$ cat src/rtl/decode_stage_pkg.sv
// rtl/decode_stage_pkg.sv - shared opcode, control-code and immediate helpers for decode_stage
package decode_stage_pkg;

  typedef enum logic [6:0] {
    OPC_LUI    = 7'b0110111,
    OPC_AUIPC  = 7'b0010111,
    OPC_JAL    = 7'b1101111,
    OPC_JALR   = 7'b1100111,
    OPC_BRANCH = 7'b1100011,
    OPC_LOAD   = 7'b0000011,
    OPC_STORE  = 7'b0100011,
    OPC_OP_IMM = 7'b0010011,
    OPC_OP     = 7'b0110011
  } opcode_e;

  typedef enum logic [4:0] {
    ALU_NONE   = 5'd0,
    ALU_ADD    = 5'd1,
    ALU_SUB    = 5'd2,
    ALU_SLL    = 5'd3,
    ALU_SLT    = 5'd4,
    ALU_SLTU   = 5'd5,
    ALU_XOR    = 5'd6,
    ALU_SRL    = 5'd7,
    ALU_SRA    = 5'd8,
    ALU_OR     = 5'd9,
    ALU_AND    = 5'd10,
    ALU_MUL    = 5'd11,
    ALU_MULH   = 5'd12,
    ALU_MULHSU = 5'd13,
    ALU_MULHU  = 5'd14,
    ALU_DIV    = 5'd15,
    ALU_DIVU   = 5'd16,
    ALU_REM    = 5'd17,
    ALU_REMU   = 5'd18
  } alu_op_e;

  typedef enum logic [2:0] {
    ALU_SRC_NONE     = 3'd0,
    ALU_SRC_RS2      = 3'd1,
    ALU_SRC_IMM      = 3'd2,
    ALU_SRC_PC_IMM   = 3'd3,
    ALU_SRC_ZERO_IMM = 3'd4
  } alu_src_e;

  // Branches compare through the ALU and jump on a zero / non-zero result.
  typedef enum logic [2:0] {
    JUMP_NONE     = 3'd0,
    JUMP_IF_0     = 3'd1,
    JUMP_IF_NOT_0 = 3'd2,
    JUMP_ALWAYS   = 3'd3,
    JUMP_REG      = 3'd4
  } jump_type_e;

  typedef enum logic [1:0] {
    REG_SRC_NONE = 2'd0,
    REG_SRC_ALU  = 2'd1,
    REG_SRC_MEM  = 2'd2,
    REG_SRC_PC4  = 2'd3
  } reg_src_e;

  typedef enum logic [2:0] {
    MEM_RD_NONE = 3'd0,
    MEM_RD_B    = 3'd1,
    MEM_RD_H    = 3'd2,
    MEM_RD_W    = 3'd3,
    MEM_RD_BU   = 3'd4,
    MEM_RD_HU   = 3'd5
  } mem_rd_e;

  typedef enum logic [3:0] {
    MEM_WR_NONE = 4'b0000,
    MEM_WR_B    = 4'b0001,
    MEM_WR_H    = 4'b0011,
    MEM_WR_W    = 4'b1111
  } mem_wr_e;

  typedef struct packed {
    logic [4:0]  rs1;
    logic [4:0]  rs2;
    logic [4:0]  rd;
    logic [31:0] imm;
    alu_op_e     alu_op;
    alu_src_e    alu_src;
    jump_type_e  jump_type;
    reg_src_e    regfile_src;
    mem_rd_e     mem_read_type;
    mem_wr_e     mem_write_mask;
    logic        reg_write;
    logic        illegal;
  } decode_bundle_t;

  localparam int DEC_W = $bits(decode_bundle_t);

  function automatic logic [31:0] imm_i(input logic [31:0] instr);
    return {{20{instr[31]}}, instr[31:20]};
  endfunction

  function automatic logic [31:0] imm_s(input logic [31:0] instr);
    return {{20{instr[31]}}, instr[31:25], instr[11:7]};
  endfunction

  function automatic logic [31:0] imm_b(input logic [31:0] instr);
    return {{19{instr[31]}}, instr[31], instr[7], instr[30:25], instr[11:8], 1'b0};
  endfunction

  function automatic logic [31:0] imm_u(input logic [31:0] instr);
    return {instr[31:12], 12'h000};
  endfunction

  function automatic logic [31:0] imm_j(input logic [31:0] instr);
    return {{11{instr[31]}}, instr[31], instr[19:12], instr[20], instr[30:21], 1'b0};
  endfunction

  function automatic alu_op_e alu_base(input logic [2:0] funct3);
    case (funct3)
      3'b000:  return ALU_ADD;
      3'b001:  return ALU_SLL;
      3'b010:  return ALU_SLT;
      3'b011:  return ALU_SLTU;
      3'b100:  return ALU_XOR;
      3'b101:  return ALU_SRL;
      3'b110:  return ALU_OR;
      default: return ALU_AND;
    endcase
  endfunction

endpackage

$ cat src/rtl/decode_logic.sv
// rtl/decode_logic.sv - combinational RV32I/RV32M instruction decoder
module decode_logic
  import decode_stage_pkg::*;
#(
  parameter int EN_M = 1
) (
  input  logic [31:0]      instr_i,
  output logic [DEC_W-1:0] bundle_o
);

  logic [6:0]     opcode;
  logic [2:0]     funct3;
  logic [6:0]     funct7;
  logic           illegal;
  logic           writes_rd;
  decode_bundle_t ctl;
  decode_bundle_t dec;

  assign opcode = instr_i[6:0];
  assign funct3 = instr_i[14:12];
  assign funct7 = instr_i[31:25];

  always_comb begin
    ctl       = '0;
    illegal   = 1'b0;
    writes_rd = 1'b0;
    case (opcode)
      OPC_LUI: begin
        ctl.alu_op      = ALU_ADD;
        ctl.alu_src     = ALU_SRC_ZERO_IMM;
        ctl.regfile_src = REG_SRC_ALU;
        ctl.imm         = imm_u(instr_i);
        writes_rd       = 1'b1;
      end
      OPC_AUIPC: begin
        ctl.alu_op      = ALU_ADD;
        ctl.alu_src     = ALU_SRC_PC_IMM;
        ctl.regfile_src = REG_SRC_ALU;
        ctl.imm         = imm_u(instr_i);
        writes_rd       = 1'b1;
      end
      OPC_JAL: begin
        ctl.alu_op      = ALU_ADD;
        ctl.alu_src     = ALU_SRC_PC_IMM;
        ctl.jump_type   = JUMP_ALWAYS;
        ctl.regfile_src = REG_SRC_PC4;
        ctl.imm         = imm_j(instr_i);
        writes_rd       = 1'b1;
      end
      OPC_JALR: begin
        ctl.alu_op      = ALU_ADD;
        ctl.alu_src     = ALU_SRC_IMM;
        ctl.jump_type   = JUMP_REG;
        ctl.regfile_src = REG_SRC_PC4;
        ctl.imm         = imm_i(instr_i);
        writes_rd       = 1'b1;
        illegal         = (funct3 != 3'b000);
      end
      OPC_BRANCH: begin
        ctl.alu_src = ALU_SRC_RS2;
        ctl.imm     = imm_b(instr_i);
        case (funct3)
          3'b000:  begin ctl.alu_op = ALU_XOR;  ctl.jump_type = JUMP_IF_0;     end
          3'b001:  begin ctl.alu_op = ALU_XOR;  ctl.jump_type = JUMP_IF_NOT_0; end
          3'b100:  begin ctl.alu_op = ALU_SLT;  ctl.jump_type = JUMP_IF_NOT_0; end
          3'b101:  begin ctl.alu_op = ALU_SLT;  ctl.jump_type = JUMP_IF_0;     end
          3'b110:  begin ctl.alu_op = ALU_SLTU; ctl.jump_type = JUMP_IF_NOT_0; end
          3'b111:  begin ctl.alu_op = ALU_SLTU; ctl.jump_type = JUMP_IF_0;     end
          default: illegal = 1'b1;
        endcase
      end
      OPC_LOAD: begin
        ctl.alu_op      = ALU_ADD;
        ctl.alu_src     = ALU_SRC_IMM;
        ctl.regfile_src = REG_SRC_MEM;
        ctl.imm         = imm_i(instr_i);
        writes_rd       = 1'b1;
        case (funct3)
          3'b000:  ctl.mem_read_type = MEM_RD_B;
          3'b001:  ctl.mem_read_type = MEM_RD_H;
          3'b010:  ctl.mem_read_type = MEM_RD_W;
          3'b100:  ctl.mem_read_type = MEM_RD_BU;
          3'b101:  ctl.mem_read_type = MEM_RD_HU;
          default: illegal = 1'b1;
        endcase
      end
      OPC_STORE: begin
        ctl.alu_op  = ALU_ADD;
        ctl.alu_src = ALU_SRC_IMM;
        ctl.imm     = imm_s(instr_i);
        case (funct3)
          3'b000:  ctl.mem_write_mask = MEM_WR_B;
          3'b001:  ctl.mem_write_mask = MEM_WR_H;
          3'b010:  ctl.mem_write_mask = MEM_WR_W;
          default: illegal = 1'b1;
        endcase
      end
      OPC_OP_IMM: begin
        ctl.alu_op      = alu_base(funct3);
        ctl.alu_src     = ALU_SRC_IMM;
        ctl.regfile_src = REG_SRC_ALU;
        ctl.imm         = imm_i(instr_i);
        writes_rd       = 1'b1;
        // Shift-immediates reuse the funct7 slot of the I immediate as an opcode extension.
        if (funct3 == 3'b001) begin
          illegal = (funct7 != 7'b0000000);
        end else if (funct3 == 3'b101) begin
          if (funct7 == 7'b0100000) ctl.alu_op = ALU_SRA;
          else if (funct7 != 7'b0000000) illegal = 1'b1;
        end
      end
      OPC_OP: begin
        ctl.alu_src     = ALU_SRC_RS2;
        ctl.regfile_src = REG_SRC_ALU;
        writes_rd       = 1'b1;
        if (funct7 == 7'b0000000) begin
          ctl.alu_op = alu_base(funct3);
        end else if (funct7 == 7'b0100000) begin
          case (funct3)
            3'b000:  ctl.alu_op = ALU_SUB;
            3'b101:  ctl.alu_op = ALU_SRA;
            default: illegal = 1'b1;
          endcase
        end else if (funct7 == 7'b0000001 && EN_M != 0) begin
          case (funct3)
            3'b000:  ctl.alu_op = ALU_MUL;
            3'b001:  ctl.alu_op = ALU_MULH;
            3'b010:  ctl.alu_op = ALU_MULHSU;
            3'b011:  ctl.alu_op = ALU_MULHU;
            3'b100:  ctl.alu_op = ALU_DIV;
            3'b101:  ctl.alu_op = ALU_DIVU;
            3'b110:  ctl.alu_op = ALU_REM;
            default: ctl.alu_op = ALU_REMU;
          endcase
        end else begin
          illegal = 1'b1;
        end
      end
      default: illegal = 1'b1;
    endcase
  end

  // Illegal entries still travel down the pipe, but with every control field neutralised.
  always_comb begin
    if (illegal) dec = '0;
    else         dec = ctl;
    dec.rs1       = instr_i[19:15];
    dec.rs2       = instr_i[24:20];
    dec.rd        = instr_i[11:7];
    dec.reg_write = writes_rd && !illegal && (instr_i[11:7] != 5'd0);
    dec.illegal   = illegal;
  end

  assign bundle_o = dec;

endmodule

$ cat src/rtl/decode_stage.sv
// rtl/decode_stage.sv - decode stage: combinational decode into a 1- or 2-entry output buffer
module decode_stage
  import decode_stage_pkg::*;
#(
  parameter int DEPTH = 2,
  parameter int EN_M  = 1,
  parameter int PC_W  = 32
) (
  input  logic            clk,
  input  logic            rst_n,
  input  logic            flush,
  input  logic            in_valid,
  output logic            in_ready,
  input  logic [31:0]     in_instr,
  input  logic [PC_W-1:0] in_pc,
  output logic            out_valid,
  input  logic            out_ready,
  output logic [PC_W-1:0] out_pc,
  output logic [4:0]      out_rs1,
  output logic [4:0]      out_rs2,
  output logic [4:0]      out_rd,
  output logic [31:0]     out_imm,
  output logic [4:0]      out_alu_op,
  output logic [2:0]      out_alu_src,
  output logic [2:0]      out_jump_type,
  output logic [1:0]      out_regfile_src,
  output logic [2:0]      out_mem_read_type,
  output logic [3:0]      out_mem_write_mask,
  output logic            out_reg_write,
  output logic            out_illegal
);

  decode_bundle_t  dec_w;
  decode_bundle_t  ent0_q, ent0_d, ent1_q, ent1_d;
  logic [PC_W-1:0] pc0_q, pc0_d, pc1_q, pc1_d;
  logic [1:0]      count_q, count_d;
  logic            push, pop;

  decode_logic #(.EN_M(EN_M)) u_decode_logic (
    .instr_i  (in_instr),
    .bundle_o (dec_w)
  );

  assign out_valid = (count_q != 2'd0);

  // The skid variant decides readiness from occupancy alone so out_ready never reaches in_ready.
  generate
    if (DEPTH == 1) begin : g_single
      assign in_ready = !flush && (!out_valid || out_ready);
    end else begin : g_skid
      assign in_ready = !flush && (count_q < 2'd2);
    end
  endgenerate

  assign push = in_valid && in_ready;
  assign pop  = out_valid && out_ready && !flush;

  // Entry 0 is always the oldest; entry 1 only holds data when two are buffered.
  always_comb begin
    ent0_d  = ent0_q;
    ent1_d  = ent1_q;
    pc0_d   = pc0_q;
    pc1_d   = pc1_q;
    count_d = count_q;
    if (flush) begin
      count_d = 2'd0;
    end else begin
      case ({push, pop})
        2'b10: begin
          if (count_q == 2'd0) begin
            ent0_d = dec_w;
            pc0_d  = in_pc;
          end else begin
            ent1_d = dec_w;
            pc1_d  = in_pc;
          end
          count_d = count_q + 2'd1;
        end
        2'b01: begin
          ent0_d  = ent1_q;
          pc0_d   = pc1_q;
          count_d = count_q - 2'd1;
        end
        2'b11: begin
          if (count_q == 2'd1) begin
            ent0_d = dec_w;
            pc0_d  = in_pc;
          end else begin
            ent0_d = ent1_q;
            pc0_d  = pc1_q;
            ent1_d = dec_w;
            pc1_d  = in_pc;
          end
        end
        default: ;
      endcase
    end
  end

  always_ff @(posedge clk or negedge rst_n) begin
    if (!rst_n) begin
      count_q <= 2'd0;
      ent0_q  <= '0;
      ent1_q  <= '0;
      pc0_q   <= '0;
      pc1_q   <= '0;
    end else begin
      count_q <= count_d;
      ent0_q  <= ent0_d;
      ent1_q  <= ent1_d;
      pc0_q   <= pc0_d;
      pc1_q   <= pc1_d;
    end
  end

  assign out_pc             = pc0_q;
  assign out_rs1            = ent0_q.rs1;
  assign out_rs2            = ent0_q.rs2;
  assign out_rd             = ent0_q.rd;
  assign out_imm            = ent0_q.imm;
  assign out_alu_op         = ent0_q.alu_op;
  assign out_alu_src        = ent0_q.alu_src;
  assign out_jump_type      = ent0_q.jump_type;
  assign out_regfile_src    = ent0_q.regfile_src;
  assign out_mem_read_type  = ent0_q.mem_read_type;
  assign out_mem_write_mask = ent0_q.mem_write_mask;
  assign out_reg_write      = ent0_q.reg_write;
  assign out_illegal        = ent0_q.illegal;

endmodule

$ cat config.mk
export PLATFORM = sky130hd
export DESIGN_NAME = decode_stage
export DESIGN_NICKNAME = d
export VERILOG_FILES = /design/src/rtl/decode_stage_pkg.sv /design/src/rtl/decode_logic.sv /design/src/rtl/decode_stage.sv
export SDC_FILE = /design/constraint.sdc
export NUM_CORES = 1
export LEC_CHECK = 0
export CELL_PAD_IN_SITES_DETAIL_PLACEMENT = 2
export CELL_PAD_IN_SITES_GLOBAL_PLACEMENT = 2
export CORE_MARGIN = 2
export CORE_UTILIZATION = 36
export CTS_BUF_LIST = sky130_fd_sc_hd__clkbuf_2
export CTS_CLUSTER_DIAMETER = 50
export DETAILED_ROUTE_END_ITERATION = 10
export HOLD_SLACK_MARGIN = 0.02
export PLACE_DENSITY = 0.9
export SYNTH_ARGS = -nofsm -noshare
export SYNTH_HDL_FRONTEND = slang
export SYNTH_SLANG_ARGS = --single-unit
$ cat constraint.sdc
create_clock -name clk -period 3.5 [get_ports clk]
set_input_delay 0.7 -clock clk [delete_from_list [all_inputs] [get_ports clk]]
set_output_delay 0.7 -clock clk [all_outputs]
set_load 0.03 [all_outputs]
======== Word level (Yosys, flattened, before mapping) ========
Index checks and enable logic that the tools add are counted.
storage, ports and cells
  flip-flop bits (word level) ............. 204
  input bits .............................. 69
  output and inout port bits .............. 103
  logic and storage cells ................. 140
cells by class
  $add $sub $neg .......................... 2
  order comparisons ....................... 1
  equal/unequal tests ..................... 25
  multiplexer cells ....................... 47
  bitwise logic cells ..................... 1
  reductions and logical operators ........ 37
operators by type and width
  operator              number
  $mux W69              4
  $pmux W69 S3          1
  $pmux W32 S5          1
  $pmux W69 S2          1
  $mux W32              4
  $pmux W32 S3          1
  $pmux W32 S2          1
  $mux W54              1
  $pmux W8 S6           1
  $pmux W5 S7           1
  $mux W5               6
  $eq A7 B6 Y1 const B  4
  $pmux W4 S7           1
  $eq A7 B7 Y1 const B  3
  $pmux W3 S3           2
  $reduce_or A3 Y1      6
  $pmux W3 S5           1
  $eq A7 B5 Y1 const B  2
  $reduce_or A2 Y1      7
  $eq A3 B3 Y1 const B  4
  $mux W1               12
  $pmux W4 S3           1
  $reduce_bool A3 Y1    3
  $pmux W2 S2           2
  other kinds (31)      43

======== Longest topological paths before layout ========
Gate-level depths: netlist of run 1.
  word-level depth ........................ 11
  depth in mapped cells ................... 11
  depth with buffers taken out ............ 7

======== Hierarchy ========
From an unflattened synthesis of run 1, not the netlist that was laid out.
unflattened totals
  cell total of the unflattened synthesis .. 1068
  area total of the unflattened synthesis .. 11180.7 µm²
modules (own cells, without submodules)
  module        instances  cells each  area an instance (µm²)  sequential area each (µm²)
  decode_stage  1          816         9751.9                  5104.9
  decode_logic  1          252         1428.9                  0.0

======== Least setup slack after synthesis of run 1 ========
OpenSTA, ideal clock, no wires.
  path type ............................... input port to flip-flop
  start ................................... input port in_instr[12]
  end ..................................... register ent0_q, in the netlist out_imm[12]
  library setup time ...................... 64 ps
  arrival ................................. 2597 ps
  data required time ...................... 3436 ps
  slack ................................... 839 ps
  stages on the path ...................... 9
  buffers on the path ..................... 2
  cell sequence ........................... inv_1 ha_1 clkbuf_1 nor3_1 o311a_1 a2111oi_4 and3_1 buf_4 a31o_2
between the ends
  word-level cells in the longest chain between the ends .. 9
  elaborated cells between the ends (all ways) .. 26
  those cells by class .................... eq/ne: 6; mux: 14; reduce/logical: 6
RTL lines
  what                                                     line                                    text
  start, declared                                          decode_stage.sv:14                      input logic [31:0] in_instr,
  $eq A3 B3 Y1 / $logic_not A3 Y1 (equally long branches)  --
  $reduce_or A2 Y1 (no line)                               --
  $mux W1                                                  decode_logic.sv:119                     case (funct3)
  $mux W1                                                  decode_logic.sv:118                     end else if (funct7 == 7'b0100000) begin
  $mux W1                                                  decode_logic.sv:116                     if (funct7 == 7'b0000000) begin
  $pmux W1 S7                                              decode_logic.sv:27                      case (opcode)
  $mux W54 (*)                                             decode_logic.sv:145                     if (illegal) dec = '0;
  $mux W69, on equally long branches                       decode_stage.sv:85, decode_stage.sv:70
  $pmux W69 S3 (*)                                         decode_stage.sv:68                      case ({push, pop})
  end signal, assigned                                     decode_stage.sv:109                     ent0_q <= ent0_d;
  end, declared                                            decode_stage.sv:34                      decode_bundle_t ent0_q, ent0_d, ent1_q, ent1_d;
Mark *: on every way between the ends. The rest lies on a longest branch, timed or not. The select of a mux whose other input is x is not followed.
A chain may end at the register's enable or synchronous reset.

======== Worst setup path in the final report of run 1 ========
  start ................................... register count_q[1]
  end ..................................... output port out_valid
between the ends
  word-level cells in the longest chain between the ends .. 1
RTL lines
  what                    line                 text
  start, declared         decode_stage.sv:36   logic [1:0] count_q, count_d;
  start signal, assigned  decode_stage.sv:108  count_q <= count_d;
  $reduce_bool A2 Y1      decode_stage.sv:44   assign out_valid = (count_q != 2'd0);
  end, declared           decode_stage.sv:16   output logic out_valid,
No other way between the ends.

==> results of run 1 <==
power breakdown:
group	switching (W)	internal, W	total [W]
sequential	0.000507	0.00298	0.00349
combinational	0.00211	0.00125	0.00336
clock	0.00110	0.000739	0.00184
registers in the layout, summed over array words and instances (netlist names):
| name | count |
|---|---|
| ent1_q | 68 |
| out_imm | 32 |
| out_pc | 32 |
| pc1_q | 32 |
| out_alu_op | 5 |
| out_rd | 5 |
| out_rs1 | 5 |
| out_rs2 | 5 |
| out_alu_src | 3 |
| out_jump_type | 3 |
| out_mem_read_type | 3 |
| out_mem_write_mask | 3 |
| count_q | 2 |
| out_regfile_src | 2 |
| out_illegal | 1 |
| out_reg_write | 1 |
metrics by stage:
stage,cell area (µm²),hold WS (ns),std cells
6_report,13200,0.416,1804
5_1_grt,13200,0.381,1804
4_1_cts,13200,0.354,1803
3_5_place_dp,12700,0.471,1712
3_3_place_gp,12700,0.457,1712
2_1_floorplan,10300,0.404,1199
placed cells by master (no fill, tap or decap), types with 14 or more instances in the layout:
master and count:
a21o_1 16, a21oi_1 42, a22oi_1 20, a31o_2 14, a31oi_1 47, buf_4 50
clkbuf_2 79, clkdlybuf4s50_1 169, dfrtp_1 202, nand2_1 334, nand3_1 17, nor2_1 132
o21ai_0 69, o31ai_1 34
metal layers:
metal	vias to the layer above	part of all wire (%)	global-route usage [%]
met3	160	4.7	4.57
met1	5571	40	39.1
li1	4574	-	-
met4	0	4.6	14.9
met5	-	0	0
met2	456	51	57.8
final cells by class:
class | instances | area [µm²]
Timing Repair Buffer | 232 | 2300
Fill cell | 3061 | 14800
Multi-Input combinational cell | 892 | 4800
Tap cell | 378 | 473
Clock buffer | 79 | 395
Sequential cell | 202 | 5050
Antenna cell | 1 | 2.50
Inverter | 9 | 33.8
Clock inverter | 11 | 95.1
cell usage after synthesis (7+ instances only):
master    count
a31o_2       14
a31oi_1      47
o31ai_1      34
a21oi_1      44
inv_1         9
o21ai_0      69
clkbuf_1     80
a22o_1        9
a22oi_1      20
nand2b_1      7
nand3_1      17
a22o_2       10
ha_1          9
nor2_1      133
dfrtp_1     202
nand2_1     336
a21o_1       17
o22ai_1       9
o311ai_1      9
kinds of logic (layout without fill, tap and decap cells):
| logic type | after synthesis | in the layout |
|---|---|---|
| and+or+nand+nor | 550 | 550 |
| AOI/OAI and AO/OA | 325 | 325 |
| DFF | 202 | 202 |
| buffers and inverters | 105 | 331 |
| adders and majority gates | 9 | 9 |
| muxes | 5 | 5 |
| xor gates and xnor gates | 3 | 3 |
| other | 0 | 1 |
worst max-delay path by stage:
stage                                       endpoint                   start
after floorplan              out_imm[12]$_DFFE_PN0P_            in_instr[12]
after global placement     out_reg_write$_DFFE_PN0P_            in_instr[12]
after detailed placement  out_alu_src[1]$_DFFE_PN0P_            in_instr[12]
after CTS                                  out_valid  count_q[1]$_DFFE_PN0P_
after global routing                       out_valid  count_q[1]$_DFFE_PN0P_
final                                      out_valid  count_q[1]$_DFFE_PN0P_
timing repair:
item / CTS / global route
setup endpoints to repair: 1 / 0
hold buffers: 1 / 0
gates resized for setup: 1 / 0
hold endpoints to repair: 57 / 0
==> impl_metrics.yaml, run 1 <==
critical_path:
  crit_buf_inv: 3
  max_stage_delay_ns: 0.48
  path_common_cell: "inv_1"
  crit_chain: "inv_1 -> ha_1 -> inv_1 -> dlygate4sd2_1"
  worstPathRequired_ns: 2.80
  r2r.worst_path.cells: 6
  critPathMaxFanout: 8
  cp-end-kind: "output port"
  arrival_ns: 2.56
  start_kind: "register"
  reg2reg_slack_ns: 0.43
  r2r_start: "count_q[1]$_DFFE_PN0P_"
  cp_slowest_cell: "dfrtp_1"
  path_class: "reg2out"
  path_depth: 4
  regToRegEndpoint: "ent1_q[42]$_DFFE_PN0P_"
  crit_family: "buffers and inverters"
global_routing:
  grt_usage_pct: 32.5
  grt_pass1_vias: 12283
  overflow: 0
  grt_max_degree: 87
  antenna_found_initial: 1
  grt_pass1_wl_um: 76000
synth:
  synthSimpleGateAreaFrac_pct: 22.5
  async_reset_ff_share_pct: 100
  synth_top_family_by_area: "simple AND/OR/NAND/NOR gates"
  synth_nets: 1277
  yosys_warnings: 0
  synth_compound_area_share_pct: 22.0
  ys_seq_elements: 202
  syn_area_per_cell_um2: 8.55
  yosysTopAreaCell: "dfrtp_1"
  synth_edf_count: 0
  synthesis.area_mm2: 0.0103
  synth_top_area_share_pct: 49.3
  synth-xor-area-share_pct: 0.256
  postSynthCellCount: 1199
  yosys.area_share.adder_pct: 1.10
  seq_area_frac_synth_pct: 49.3
  synth_mux_area_share_pct: 0.512
  synth_area_leaders: "dfrtp_1, nand2_1, nor2_1"
  synth_ff_type: "dfrtp_1"
  synthDistinctLibCells: 77
clock_network:
  cts_setup_buffers: 0
  htree_levels: 2
  cts_tree: "yes"
  clock_latency_ns: 0.86
  cts-root-buf: "clkbuf_2"
  cts_sinks: 202
  cts_buffers: 54
  ctsLongestPathBuffers: 3
  clk_pin_slew_worst_paths_ns: 0.13
sta:
  final.period_utilization_pct: 93.1
  rsz0062_at_grt: "false"
  finalSetupViolCount: 0
  finalWorstSetupSlack_ns: 0.241
  max_freq_mhz: 307
  finalHoldViolations: 0
  tns_ns: 0
  max_slew_margin_pct: 38.7
  layout_min_cycle_time_ns: 3.26
  skew_ns: 0.0722
  slew_violations: 0
  worst_slew_pin_slew_ns: 0.919
cells_and_area:
  area_delta_synth_final_pct: 28.3
  nets: 1469
  drive_gt1_share_pct: 13.7
  fin_util_pct: 47.1
detailed_routing:
  drtAntennaViolNets: 0
  avgRoutedWirePerCell_um: 27.1
  dr.pass1.iters: 5
  drcViolationCount: 0
  vias_per_cell: 5.97
  detail_route.iter0.violations: 770
  dr_total_vias: 10761
  wl_um: 48900
min_path:
  hold_path_class: "in2async"
pwr:
  power_density_mw_per_mm2: 660
  power_w: 0.00869
  ir_worst_vdd_mv: 0.179
  p_leak_nw: 5.82
floorplan:
  io_pins: 172
  die_area_mm2: 0.0299
  start_util_pct: 36.7
  placementRows: 61
  die_h_um: 173
  dieWidth_um: 173
  core-area_mm2: 0.0279
placement:
  place_congestion: 0.913
  io_buffers: 171
  post-place-ws_ns: 0.0582
  dp_hpwl_um: 31000
run_status:
  status: "finished, final reports clean"
run:
  maxCapViolCount: 0
Note: power is estimated with default switching activity, not from simulation.
==> run 2: changes to the inputs <==
--- a/config.mk
+++ b/config.mk
@@ -8,12 +8,13 @@
 export CELL_PAD_IN_SITES_DETAIL_PLACEMENT = 2
 export CELL_PAD_IN_SITES_GLOBAL_PLACEMENT = 2
 export CORE_MARGIN = 2
-export CORE_UTILIZATION = 36
+export CORE_UTILIZATION = 39
 export CTS_BUF_LIST = sky130_fd_sc_hd__clkbuf_2
 export CTS_CLUSTER_DIAMETER = 50
 export DETAILED_ROUTE_END_ITERATION = 10
 export HOLD_SLACK_MARGIN = 0.02
-export PLACE_DENSITY = 0.9
+export PLACE_DENSITY = 0.89
 export SYNTH_ARGS = -nofsm -noshare
 export SYNTH_HDL_FRONTEND = slang
+export SYNTH_HIERARCHICAL = 1
 export SYNTH_SLANG_ARGS = --single-unit
==> run 2 against run 1 <==
Synthesized cell count decreased by 11%. Highest routed layer unchanged. Sequential share of layout area decreased by 0.96 points. Register-to-register slack improved by 0.30 ns. Largest power group is now combinational logic. Total power increased by 25%. Largest cell class is now multi-input gates. Critical path depth unchanged. Cell count decreased by 9.9%.
==> impl_metrics.yaml, run 2 <==
run_status:
  status: "finished, final reports clean"
floorplan:
  placementRows: 61
  start_util_pct: 39.9
  dieWidth_um: 173
  core-area_mm2: 0.0280
  die_area_mm2: 0.0300
  io_pins: 172
  die_h_um: 173
synth:
  synth_edf_count: 0
  synth_nets: 1139
  ys_top_cells_by_count: "dfrtp_1, and3_1"
  yosys_warnings: 6
  synth_top_area_share_pct: 45.7
  synth_area_leaders: "dfrtp_1, mux2_2, o31a_1"
  synthDistinctLibCells: 60
  seq_area_frac_synth_pct: 45.7
  yosysTopAreaCell: "dfrtp_1"
  synth.most_common_cell: "dfrtp_1"
  synthesis.area_mm2: 0.0112
  ys_seq_elements: 204
  syn_area_per_cell_um2: 10.5
  synth_ff_type: "dfrtp_1"
  postSynthCellCount: 1068
  async_reset_ff_share_pct: 100
global_routing:
  grt_pass1_wl_um: 62900
  grt_max_degree: 304
  grt_pass1_vias: 10689
  grt_usage_pct: 26.3
  overflow: 0
  antenna_found_initial: 1
sta:
  hold_ws_ns: 0.394
  max_slew_margin_pct: 23.5
  finalHoldViolations: 0
  tns_ns: 0
  slew_violations: 0
  worst_slew_pin_slew_ns: 1.14
  finalSetupViolCount: 0
  skew_ns: 0.0999
  rsz0062_at_grt: "false"
  max_freq_mhz: 321
  final.period_utilization_pct: 89.1
  layout_min_cycle_time_ns: 3.12
placement:
  place_congestion: 0.867
  io_buffers: 171
  dp_hpwl_um: 24800
critical_path:
  path_common_cell: "inv_1"
  crit_chain: "inv_1 -> ha_1 -> inv_1 -> clkdlybuf4s50_1"
  critPathMaxFanout: 6
  cp-end-kind: "output port"
  path_class: "reg2out"
  crit_buf_inv: 3
  r2r_start: "count_q[1]$_DFFE_PN0P_"
  start_kind: "register"
  worstPathRequired_ns: 2.80
  cp-startpoint: "count_q[1]$_DFFE_PN0P_"
  crit_family: "buffers and inverters"
  cp_slowest_cell: "clkdlybuf4s50_1"
  arrival_ns: 2.42
  max_stage_delay_ns: 0.68
detailed_routing:
  vias_per_cell: 5.82
  detail_route.iter0.violations: 622
  drtAntennaViolNets: 0
  dr.pass1.iters: 5
  drcViolationCount: 0
  wl_um: 39800
  avgRoutedWirePerCell_um: 24.5
  dr_total_vias: 9451
clock_network:
  clock_latency_ns: 0.92
  cts_sinks: 204
  ctsLongestPathBuffers: 3
  postCtsResizedCells: 0
  htree_levels: 2
  cts_buffers: 59
  cts_tree: "yes"
  cts-root-buf: "clkbuf_2"
  clk_pin_slew_worst_paths_ns: 0.11
pwr:
  ir_worst_vdd_mv: 0.327
  power_density_mw_per_mm2: 794
  p_leak_nw: 6.04
  power_w: 0.0108
min_path:
  hold_path_class: "in2async"
cells_and_area:
  regArea_mm2: 0.00510
  area_delta_synth_final_pct: 21.9
  nets: 1287
  layout_commonest_cell: "dfrtp_1"
  mostFrequentLayoutCells: "dfrtp_1, clkdlybuf4s50_1, and3_1"
  largest_reg_flops: 69
  multiInputGateArea_mm2: 0.00538
  top_register: "ent1_q"
  fill_cells: 2887
  drive_gt1_share_pct: 19.1
run:
  maxCapViolCount: 0
-- run 2: cell types whose count changed after synthesis, sizes merged, moves of 43 or more --
| cell | before | now |
|---|---|---|
| or3 | 3 | 101 |
| o31a | 0 | 101 |
| a21boi | 2 | 103 |
| buf | 16 | 71 |
| and3 | 2 | 106 |
| a31oi | 47 | 4 |
| mux2 | 2 | 101 |
| o21ai | 70 | 15 |
| nand2 | 336 | 23 |
| nor2 | 133 | 19 |
-- run 2: per-stage QoR --
step                      utilization, %  std cells  worst slack [ns]  instance area [µm²]
after floorplan                        -       1068             0.813                11200
after global placement              46.8       1532             0.227                13100
after detailed placement            46.8       1532             0.160                13100
after CTS                           48.6       1624             0.309                13600
after global routing                48.6       1625             0.195                13600
final                               48.6       1625             0.381                13600
-- run 2: path summary, 6_finish.rpt --
check | slack [ns] | cells after the start | end
setup / recovery | 0.38 | 4 | out_valid
hold / removal | 0.39 | 2 | out_pc[3]$_DFFE_PN0P_
setup reg to reg | 0.73 | 6 | out_pc[8]$_DFFE_PN0P_
hold reg to reg | 0.50 | 1 | ent1_q[22]$_DFFE_PN0P_
max in group asynchronous | 2.21 | 3 | pc1_q[20]$_DFFE_PN0P_
min in group clk | 0.43 | 2 | pc1_q[6]$_DFFE_PN0P_
-- run 2: cell type report --
| type | count | share of cell area (%) |
|---|---|---|
| clock inverter | 13 | 0.780 |
| timing repair buffer | 217 | 15.7 |
| multi-input combinational | 725 | 39.5 |
| clock buffer | 78 | 2.86 |
| tap | 378 | 3.47 |
| antenna | 1 | 0.0184 |
| sequential | 204 | 37.5 |
| inverter | 9 | 0.248 |
-- run 2: per-layer routing --
layer | GRT usage (%) | routed length [µm]
met5 | 0 | 0
met3 | 4.01 | 1570
met4 | 7.59 | 893
met1 | 33.0 | 16800
met2 | 46.9 | 20500
-- run 2: timing repair --
item	CTS	global route
setup endpoints to repair	0	0
buffers inserted	0	0
hold buffers	1	0
endpoints found under the hold margin	64	0
-- run 2: where the power goes --
group | total [W] | switching, W | internal [W]
Clock | 0.00183 | 0.00109 | 0.000741
Sequential | 0.00381 | 0.000563 | 0.00324
Combinational | 0.00519 | 0.00287 | 0.00232
Total | 0.0108 | 0.00452 | 0.00630
-- run 2: cell families after synthesis --
logic type | share of synthesized area [%]
AO/OA/AOI/OAI | 19.2
adder cells (fa/ha/maj) | 0.224
XOR/XNOR | 0.436
flip-flops | 45.7
multiplexers | 10.2
AND/OR/NAND/NOR | 17.8
buffers and inverters | 6.45
